[src/rtl/xentry_pkg.sv]
// xentry_pkg
//   Shared types and constants for the L1 <-> L2 request path.
//   - memory_operation_e : operation carried on a request port
//   - arb_state_e        : L2 port arbiter ownership state
//   - WORDS_PER_LINE     : data beats per cache line
//   - rr_wrap()          : round-robin index helper (base + offset, mod n)
package xentry_pkg;

  typedef enum logic [1:0] {
    LOAD       = 2'd0,
    STORE      = 2'd1,
    MO_UNKNOWN = 2'd2
  } memory_operation_e;

  typedef enum logic [1:0] {
    ST_IDLE    = 2'd0,
    ST_GRANT   = 2'd1,
    ST_UNKNOWN = 2'd2
  } arb_state_e;

  localparam int WORDS_PER_LINE = 4;

  // (base + off) mod n, assuming base < n and off < n.
  function automatic int rr_wrap(input int base, input int off, input int n);
    int sum;
    sum = base + off;
    if (sum >= n) sum = sum - n;
    return sum;
  endfunction

endpackage

[src/rtl/l2_rr_picker.sv]
// l2_rr_picker
//   Purely combinational round-robin selector. Scans req_valid starting at
//   rr_ptr and moving upward with wrap; the first set bit wins.
//   Ports:
//     req_valid [NUM_REQ] in  : per-requester request
//     rr_ptr    [GW]      in  : highest-priority index this round
//     any_req             out : at least one request pending
//     winner    [GW]      out : selected index (rr_ptr when no request)
module l2_rr_picker
  import xentry_pkg::*;
#(
  parameter int NUM_REQ = 2,
  parameter int GW      = 1
) (
  input  logic [NUM_REQ-1:0] req_valid,
  input  logic [GW-1:0]      rr_ptr,
  output logic               any_req,
  output logic [GW-1:0]      winner
);

  // Candidate gi is the requester gi positions above rr_ptr (with wrap).
  logic [GW-1:0]      cand_idx [NUM_REQ];
  logic [NUM_REQ-1:0] cand_hit;

  genvar gi;
  generate
    for (gi = 0; gi < NUM_REQ; gi++) begin : g_cand
      assign cand_idx[gi] = GW'(rr_wrap(int'(rr_ptr), gi, NUM_REQ));
      assign cand_hit[gi] = req_valid[cand_idx[gi]];
    end
  endgenerate

  assign any_req = |req_valid;

  // Scan from the far end down so the nearest candidate is assigned last.
  always_comb begin
    winner = rr_ptr;
    for (int k = NUM_REQ - 1; k >= 0; k--) begin
      if (cand_hit[k]) winner = cand_idx[k];
    end
  end

endmodule

[src/rtl/l2_port_arbiter.sv]
// l2_port_arbiter
//   Shares one L2 request port between NUM_REQ L1 controllers
//   (0 = icache, 1 = dcache). Ownership is granted per whole line: the owner
//   keeps the port for BEATS_PER_LINE fulfilled beats or until it drops its
//   request. One idle cycle always separates two owners. Round-robin order.
//   Ports:
//     clk, reset_n                  : clock, async active-low reset
//     req_valid/type/address/wdata  : per-requester request (in)
//     req_fulfilled                 : per-requester beat-done pulse (out)
//     req_rdata                     : L2 load data, broadcast (out)
//     l2_req_valid/type/address/wdata : request toward L2 (out)
//     l2_req_fulfilled, l2_rdata    : L2 beat completion and data (in)
//     grant_id, busy                : current owner / port owned (out)
module l2_port_arbiter
  import xentry_pkg::*;
#(
  parameter int NUM_REQ        = 2,
  parameter int ADDR_W         = 32,
  parameter int DATA_W         = 32,
  parameter int BEATS_PER_LINE = WORDS_PER_LINE,
  localparam int GW            = (NUM_REQ > 1) ? $clog2(NUM_REQ) : 1
) (
  input  logic                 clk,
  input  logic                 reset_n,
  input  logic [NUM_REQ-1:0]   req_valid,
  input  memory_operation_e    req_type    [NUM_REQ],
  input  logic [ADDR_W-1:0]    req_address [NUM_REQ],
  input  logic [DATA_W-1:0]    req_wdata   [NUM_REQ],
  output logic [NUM_REQ-1:0]   req_fulfilled,
  output logic [DATA_W-1:0]    req_rdata,
  output logic                 l2_req_valid,
  output memory_operation_e    l2_req_type,
  output logic [ADDR_W-1:0]    l2_req_address,
  output logic [DATA_W-1:0]    l2_req_wdata,
  input  logic                 l2_req_fulfilled,
  input  logic [DATA_W-1:0]    l2_rdata,
  output logic [GW-1:0]        grant_id,
  output logic                 busy
);

  localparam int            BW        = $clog2(BEATS_PER_LINE) + 1;
  localparam logic [BW-1:0] LAST_BEAT = BW'(BEATS_PER_LINE - 1);
  localparam logic [GW-1:0] LAST_REQ  = GW'(NUM_REQ - 1);

  arb_state_e    state_q,    state_d;
  logic [GW-1:0] rr_ptr_q,   rr_ptr_d;
  logic [GW-1:0] grant_id_q, grant_id_d;
  logic [BW-1:0] beat_cnt_q, beat_cnt_d;

  logic          any_req;
  logic [GW-1:0] winner;
  logic          owner_valid;
  logic          qual_ful;
  logic [GW-1:0] next_ptr;

  l2_rr_picker #(
    .NUM_REQ (NUM_REQ),
    .GW      (GW)
  ) u_picker (
    .req_valid (req_valid),
    .rr_ptr    (rr_ptr_q),
    .any_req   (any_req),
    .winner    (winner)
  );

  assign owner_valid = req_valid[grant_id_q];
  // A beat only counts while the owner is actually presenting a request.
  assign qual_ful    = l2_req_fulfilled & owner_valid;
  assign next_ptr    = (grant_id_q == LAST_REQ) ? '0 : grant_id_q + GW'(1);
  assign grant_id    = grant_id_q;

  always_ff @(posedge clk or negedge reset_n) begin
    if (!reset_n) begin
      state_q    <= ST_IDLE;
      rr_ptr_q   <= '0;
      grant_id_q <= '0;
      beat_cnt_q <= '0;
    end else begin
      state_q    <= state_d;
      rr_ptr_q   <= rr_ptr_d;
      grant_id_q <= grant_id_d;
      beat_cnt_q <= beat_cnt_d;
    end
  end

  always_comb begin
    state_d        = state_q;
    rr_ptr_d       = rr_ptr_q;
    grant_id_d     = grant_id_q;
    beat_cnt_d     = beat_cnt_q;
    busy           = 1'b0;
    l2_req_valid   = 1'b0;
    l2_req_type    = LOAD;
    l2_req_address = '0;
    l2_req_wdata   = '0;
    req_fulfilled  = '0;
    req_rdata      = l2_rdata;

    case (state_q)
      ST_IDLE: begin
        if (any_req) begin
          grant_id_d = winner;
          beat_cnt_d = '0;
          state_d    = ST_GRANT;
        end
      end

      ST_GRANT: begin
        busy                      = 1'b1;
        l2_req_valid              = owner_valid;
        l2_req_type               = req_type[grant_id_q];
        l2_req_address            = req_address[grant_id_q];
        l2_req_wdata              = req_wdata[grant_id_q];
        req_fulfilled[grant_id_q] = qual_ful;

        // Abandon takes priority; a fulfilment then is already masked
        // because qual_ful requires owner_valid.
        if (!owner_valid || (qual_ful && beat_cnt_q == LAST_BEAT)) begin
          state_d    = ST_IDLE;
          rr_ptr_d   = next_ptr;
          beat_cnt_d = '0;
        end else if (qual_ful) begin
          beat_cnt_d = beat_cnt_q + BW'(1);
        end
      end

      default: begin
        state_d        = ST_IDLE;
        busy           = 1'bx;
        l2_req_valid   = 1'bx;
        l2_req_type    = MO_UNKNOWN;
        l2_req_address = 'x;
        l2_req_wdata   = 'x;
        req_fulfilled  = 'x;
        req_rdata      = 'x;
      end
    endcase
  end

endmodule
[config.mk]
export PLATFORM = sky130hd
export DESIGN_NAME = l2_port_arbiter
export DESIGN_NICKNAME = d
export VERILOG_FILES = /design/src/rtl/xentry_pkg.sv /design/src/rtl/l2_rr_picker.sv /design/src/rtl/l2_port_arbiter.sv
export SDC_FILE = /design/constraint.sdc
export NUM_CORES = 1
export LEC_CHECK = 0
export BUFFER_PORTS_ARGS = -buffer_cell sky130_fd_sc_hd__buf_2
export CAP_MARGIN = 20
export CELL_PAD_IN_SITES_DETAIL_PLACEMENT = 1
export CELL_PAD_IN_SITES_GLOBAL_PLACEMENT = 1
export CORE_MARGIN = 1.5
export CORE_UTILIZATION = 14
export DETAILED_ROUTE_END_ITERATION = 12
export PLACE_DENSITY = 0.77
export SLEW_MARGIN = 15
export SYNTH_ARGS = -nofsm -noshare
export SYNTH_HDL_FRONTEND = slang
export SYNTH_SLANG_ARGS = --single-unit
[constraint.sdc]
create_clock -name clk -period 1.3 [get_ports clk]
set_input_delay 0.325 -clock clk [delete_from_list [all_inputs] [get_ports clk]]
set_output_delay 0.325 -clock clk [all_outputs]
set_load 0.05 [all_outputs]
**After elaboration in Yosys (flattened, before gate mapping)**

Index checks and enable logic that the tools add are counted.

- Word-level logic and storage cells: 72
- Output and inout port bits: 103
- RAM bits: 0
- Bits of input ports: 169
- Memory bits (read-only): 0
- Memories kept: 0
- Bits in latches: 0
- Register bits after elaboration: 7

- Divide/modulo/power cells: 0
- Shift operators: 0
- Multiplexer cells: 36
- Eq/ne operators: 5
- $lt $le $gt $ge: 7
- Reductions and logical operators: 12
- Multipliers: 0
- Add/subtract/negate cells: 5
- Bitwise gates (word level): 3

Operator list:

| operator | count |
|---|---|
| 32-bit two-way mux | 7 |
| 32-bit one-hot mux with 2 select lines | 2 |
| 1-bit two-way mux | 12 |
| 2-bit one-hot mux with 2 select lines | 3 |
| 2-bit two-way mux | 5 |
| 3-bit two-way mux | 3 |
| 1-bit by 2-bit < comparator with 1-bit output, second input constant | 3 |
| 3-bit one-hot mux with 2 select lines | 1 |
| 2-bit AND reduction | 3 |
| 2-bit >= comparator, second input constant | 2 |
| 2-bit inequality test, second input constant | 2 |
| 1-bit one-hot mux with 2 select lines | 2 |
| 2-bit OR reduction | 2 |
| 3-bit by 1-bit adder with 3-bit output, second input constant | 1 |
| 3-bit by 2-bit equality test with 1-bit output, second input constant | 1 |
| 3-bit inequality test, second input constant | 1 |
| 3-bit AND reduction | 1 |
| 1-bit by 1-bit adder with 2-bit output, second input constant | 1 |
| 2-bit AND | 1 |
| 2-bit by 1-bit equality test with 1-bit output, second input constant | 1 |
| 1-bit by 2-bit >= comparator with 1-bit output, second input constant | 1 |
| 1-bit logical AND | 2 |
| 2-bit logical NOT | 1 |
| 1-bit NOT with 2-bit output | 1 |
| other kinds (8) | 9 |

**Logic depth before layout (Yosys ltp)**

- Depth in word-level cells: 7
- Gate-level depth with buffers: 5
- Mapped depth without buffers: 5

**By module**

From an unflattened synthesis, not the netlist that was laid out.

- Cell total of the unflattened synthesis: 213
- Area total of the unflattened synthesis: 1,575.3 µm²

By module, submodules not included:

| module | area each (µm²) | sequential area each (µm²) | instances | cells an instance |
|---|---|---|---|---|
| l2_port_arbiter | 1,554.0 | 150.1 | 1 | 210 |
| l2_rr_picker | 21.3 | 0.0 | 1 | 3 |

**Least setup slack after synthesis**

OpenSTA, ideal clock, no wires.

- Path type: flip-flop to output port
- From: register grant_id_q (netlist: grant_id)
- To: output port req_fulfilled[0]
- Cell stages (with the launch flop): 4
- Path buffers: 2
- Data required time: 975 ps
- Data arrival time: 2,676 ps
- Path slack: -1,701 ps
- Path through: dfrtp_1 -> buf_4 -> buf_2 -> nor4b_1

- Cells in the longest elaborated chain, start to end: 6
- Elaborated cells on any way between the ends: 10
- Those cells by class: 2 x order compare; 5 x mux; 2 x bitwise; 1 x reduce/logical

Ends and longest elaborated chain:

| what | RTL line | source |
|---|---|---|
| from (decl) | l2_port_arbiter.sv:47 | `logic [GW-1:0] grant_id_q, grant_id_d;` |
| from (signal assigned) | l2_port_arbiter.sv:81 | `grant_id_q <= grant_id_d;` |
| 1-bit by 2-bit < comparator with 1-bit output (implied by the code) / 1-bit >= comparator (equally long branches) | l2_port_arbiter.sv:114 | `req_fulfilled[grant_id_q] = qual_ful;` |
| 1-bit logical AND (implied by the code) | l2_port_arbiter.sv:114 |  |
| 1-bit two-way mux (implied by the code) | l2_port_arbiter.sv:114 |  |
| 1-bit demux with 1-bit select | l2_port_arbiter.sv:114 |  |
| 2-bit AND (no source line) (*) | n/a |  |
| 2-bit one-hot mux with 2 select lines (*) | l2_port_arbiter.sv:99 | `case (state_q)` |
| to (decl) | l2_port_arbiter.sv:29 | `output logic [NUM_REQ-1:0] req_fulfilled,` |

Mark *: on every way between the ends. The rest lies on a longest branch, timed or not. The select of a mux whose other input is x is not followed.

**Worst setup path after layout**

Same ends and word-level chain as after synthesis.

==> summary.md <==
| Metric | Value |
|---|---|
| Outcome | `finished, violations left` |
| Violated checks | `negative setup slack` |
| Vertical die dimension | `109 um` |
| Standard cell with the maximum stage delay on the critical path | `sky130_fd_sc_hd__dfrtp_4` |
| Ordered cell list for the critical path | `buf_4 -> mux2i_4 -> nor4b_4 -> buf_6` |
| X dimension of the die | `around 110 um` |
| Stages on worst setup path | `4` |
| Kind of start point of the critical path | `register` |
| Least-Margin Pin Slew | `268 ps` |
| Net switching component of the power | `4960 uW` |
| Final worst-path cycle share | `144%` |
| Least setup slack across all paths after layout | `-570 ps` |
| CP required | `980 ps` |
| # rows | `38` |
| Launching point of the worst reg2reg path | `grant_id` |
| Finish-stage setup viols | `73` |
| Number of buffers on the longest clock path | `2` |
| Global placer's final weighted congestion | `0.723` |
| Internal portion of total power | `4070 uW` |
| Final wirelength | `9110 um` |
| Fraction of synthesized cell area taken by the top area cell type | `between 40% and 50%` |
| DRC marker count from the first detailed-route iteration | `just over 100` |
| Hold_ws | `448 ps` |
| Final routed DRC violation total | `0` |
| Pre-CTS WS | `-371 ps` |
| Proportion of layout cells with a drive suffix above 1 | `65.3%` |
| GRT Resource Usage Total | `12.7%` |
| First-pass GRT wire length | `11,800 um` |
| Net Sw Frac | `a little over half` |
| CP max stage delay | `490 ps` |
| Area of the multi-input gates | `around 1300 um2` |
| Synthesized netlist cell count | `approximately 220` |
| Synth Register Bits | `6` |
| DP HPWL | `7010 um` |
| Warning count from the yosys run | `0` |
| Nets | `~580` |
| Terminus of the critical flop-to-flop path | `beat_cnt_q[0]` |
| Leading cell types by total area after synthesis | `sky130_fd_sc_hd__mux2i_1 (42%), sky130_fd_sc_hd__nor2_1 (16%), sky130_fd_sc_hd__buf_4 (16%), sky130_fd_sc_hd__dfrtp_1 (9.5%), sky130_fd_sc_hd__buf_2 (2.5%)` |
| Tightest slew margin relative to the limit | `81.7%` |
| MaxCap Viol Count | `0` |
| RSZ-0062 raised after global routing | `true` |
| Final worst path period need | `1870 ps` |
| Top cell type by total area after synthesis | `sky130_fd_sc_hd__mux2i_1` |
| Launch point of the critical path | `grant_id` |
| Top Family by Delay on Critical Path | `flip-flops` |
| # fillers | `1,291` |
| Number of antenna violations at the first check in global routing | `0` |
| Peak clock frequency supported by timing | `535 MHz` |
| Largest net degree at the start of global routing | `30` |
| CTS H-Tree Depth | `1` |
| Number of buffer cells added on primary ports | `207` |
| TritonRoute pass-1 iters | `4` |
| Post-synthesis sequential area ratio | `9.49%` |
| Clock-pin transition on the worst setup and hold timing paths | `40 ps` |
| Syn_nets | `386` |
| Power density over cell area | `roughly 2500 nW/um2` |
| Post-DR wirelength/cell | `16.6 um` |
| Number of endpoints with negative hold slack in the final report | `0` |
| CTS Root Cell | `sky130_fd_sc_hd__clkbuf_16` |
| Total clock buffers created by CTS | `3` |
| Starting utilization of the core area | `14.5%` |
| # diodes | `0` |
| Capture point of the worst path | `req_fulfilled[0]` |
| Area of the die | `about 12,000 um2` |
| Overall power of the completed layout | `9030 uW` |
| Vias in the first global route | `about 2,500` |
| Total standard cell area after synthesis | `~1600 um2` |
| Tightest Hold Check Type | `input port to register` |
| Final TNS setup | `-35,060 ps` |
| Worst-case clock skew | `3.97 ps` |
| Fraction of power consumed by the clock network | `under 10%` |
| Arr. time, crit path | `1550 ps` |
| Number of nets still failing antenna checks after routing | `0` |
| Sequential Power Share | `approximately 3.4%` |
| CTS tree | `done` |
| Worst-case register-to-register setup slack | `-210 ps` |
| Critical path buffers and inverters | `2` |
| FF/Latch Area | `around 160 um2` |
| Leakage power | `0.00191 uW` |
| P&R area growth vs syn | `128%` |
| CP Class | `register to output pin` |
| Count of final max-slew check failures | `0` |
| Combinational Power Share | `90.9%` |
| Mean post-synth cell area | `7.36 um2` |
| Count of unique library cells instantiated by Yosys | `24` |
| Sum of overflow across all layers after global routing | `0` |
| Via count of the routed design | `2,283` |
| IO Count | `around 270` |
| Area inside the core boundary | `10,900 um2` |
| Largest fanout of any net on the critical path | `5` |
| Core Util, Final | `33.0%` |
| Via density | `4.16` |
| CTS sink cnt | `6` |
| Peak VDD IR | `0.00102 V` |
| Kind of capture point of the worst setup path | `output pin` |
| Clock latency of the later-clocked register in the worst-skew pair | `230 ps` |
| Reg2Reg Depth | `5` |
-- power by group through the flow --
stage / logic, uW / registers (uW) / clock network, uW
6_report: 8210 / 303 / 515
5_1_grt: 8580 / 308 / 551
4_1_cts: 7370 / 344 / 524
3_5_place_dp: 6240 / 350 / 0
3_3_place_gp: 6130 / 342 / 0
2_1_floorplan: 4880 / 371 / 0
-- what timing repair did --
| action | CTS | global route |
|---|---|---|
| gates cloned | 0 | 4 |
| pin swaps | 4 | 7 |
| endpoints found under the setup margin | 75 | 75 |
| gates resized for setup | 140 | 39 |
| endpoints found under the hold margin | 6 | 0 |
| buffers inserted | 1 | 7 |
| hold buffers | 1 | 0 |
-- registers in the layout, indices dropped and copies added (netlist names) --
register and flops:
rr_ptr_q 1, beat_cnt_q 3, grant_id 1, state_q 1
-- how the worst min path moves through the flow --
| stage | startpoint | to | slack, ps | cells after the start |
|---|---|---|---|---|
| 4_1_cts | req_valid[0] | grant_id | 450 | 3 |
| 5_1_grt | req_valid[0] | grant_id | 460 | 3 |
| 6_report | req_valid[0] | grant_id | 450 | 3 |
| 2_1_floorplan | reset_n | beat_cnt_q[0] | 30 | 0 |
| 3_5_place_dp | reset_n | grant_id | 160 | 1 |
| 3_3_place_gp | reset_n | grant_id | 160 | 1 |
-- cells by family (layout without fill, tap and decap cells) --
kind of cell | after synthesis | in the layout | share of synthesized area [%]
buffers and inverters | 52 | 246 | 20.8
muxes | 68 | 68 | 43.9
DFF | 6 | 6 | 9.49
adders and majority gates | 2 | 2 | 1.58
AOI/OAI and AO/OA | 12 | 12 | 5.22
and+or+nand+nor | 75 | 75 | 19.0
-- cell usage after synthesis --
cell type / count
sky130_fd_sc_hd__a21boi_0: 1
sky130_fd_sc_hd__a21oi_1: 4
sky130_fd_sc_hd__a22o_1: 2
sky130_fd_sc_hd__a2bb2oi_1: 1
sky130_fd_sc_hd__a31oi_1: 1
sky130_fd_sc_hd__and3_1: 1
sky130_fd_sc_hd__buf_1: 2
sky130_fd_sc_hd__buf_2: 8
sky130_fd_sc_hd__buf_4: 33
sky130_fd_sc_hd__clkbuf_1: 5
sky130_fd_sc_hd__dfrtp_1: 6
sky130_fd_sc_hd__ha_1: 2
sky130_fd_sc_hd__inv_1: 4
sky130_fd_sc_hd__mux2_1: 1
sky130_fd_sc_hd__mux2i_1: 66
sky130_fd_sc_hd__mux2i_4: 1
sky130_fd_sc_hd__nand2_1: 3
sky130_fd_sc_hd__nand2b_1: 1
sky130_fd_sc_hd__nor2_1: 67
sky130_fd_sc_hd__nor3_2: 1
sky130_fd_sc_hd__nor4b_1: 1
sky130_fd_sc_hd__o21ai_0: 2
sky130_fd_sc_hd__o31ai_2: 1
sky130_fd_sc_hd__or3_1: 1
-- per-stage QoR --
stage          cell area (um2)  std cells
2_1_floorplan             1660        215
3_3_place_gp              2780        533
3_5_place_dp              2780        533
4_1_cts                   3330        539
5_1_grt                   3610        549
6_report                  3610        549
-- cell type report --
cell class              count  area share (%)
repair buffers            238            52.4
inverters                   4           0.416
well taps                 140            4.85
clock buffers               4            2.18
flip-flops and latches      6            4.30
multi-input cells         157            35.8
-- cells in the final DEF, fill, tap and decap left out, drive strengths merged --
master,Yosys,layout
nand2,3,3
nor4b,1,1
mux2i,67,67
o31ai,1,1
a2bb2oi,1,1
a22o,2,2
a21oi,4,4
inv,4,4
dfrtp,6,6
and3,1,1
nor3,1,1
a31oi,1,1
clkbuf,5,7
mux2,1,1
nor2,67,67
or3,1,1
nand2b,1,1
ha,2,2
dlygate4sd3,0,1
o21ai,2,2
buf,43,234
a21boi,1,1
-- worst min-delay path: stages --
cell,delay (ps)
sky130_fd_sc_hd__buf_2,120
sky130_fd_sc_hd__buf_4,130
sky130_fd_sc_hd__a31oi_1,60
-- layer usage --
metal	wire [um]	vias up	GRT usage, %	part of all wire (%)
met1	3150	1031	12.3	35
li1	-	1082	-	-
met5	0	-	0	0
met3	685	20	1.79	7.5
met2	5100	150	26.6	56
met4	170	0	4.08	1.9
No activity file was read; power rests on OpenSTA's default activity.
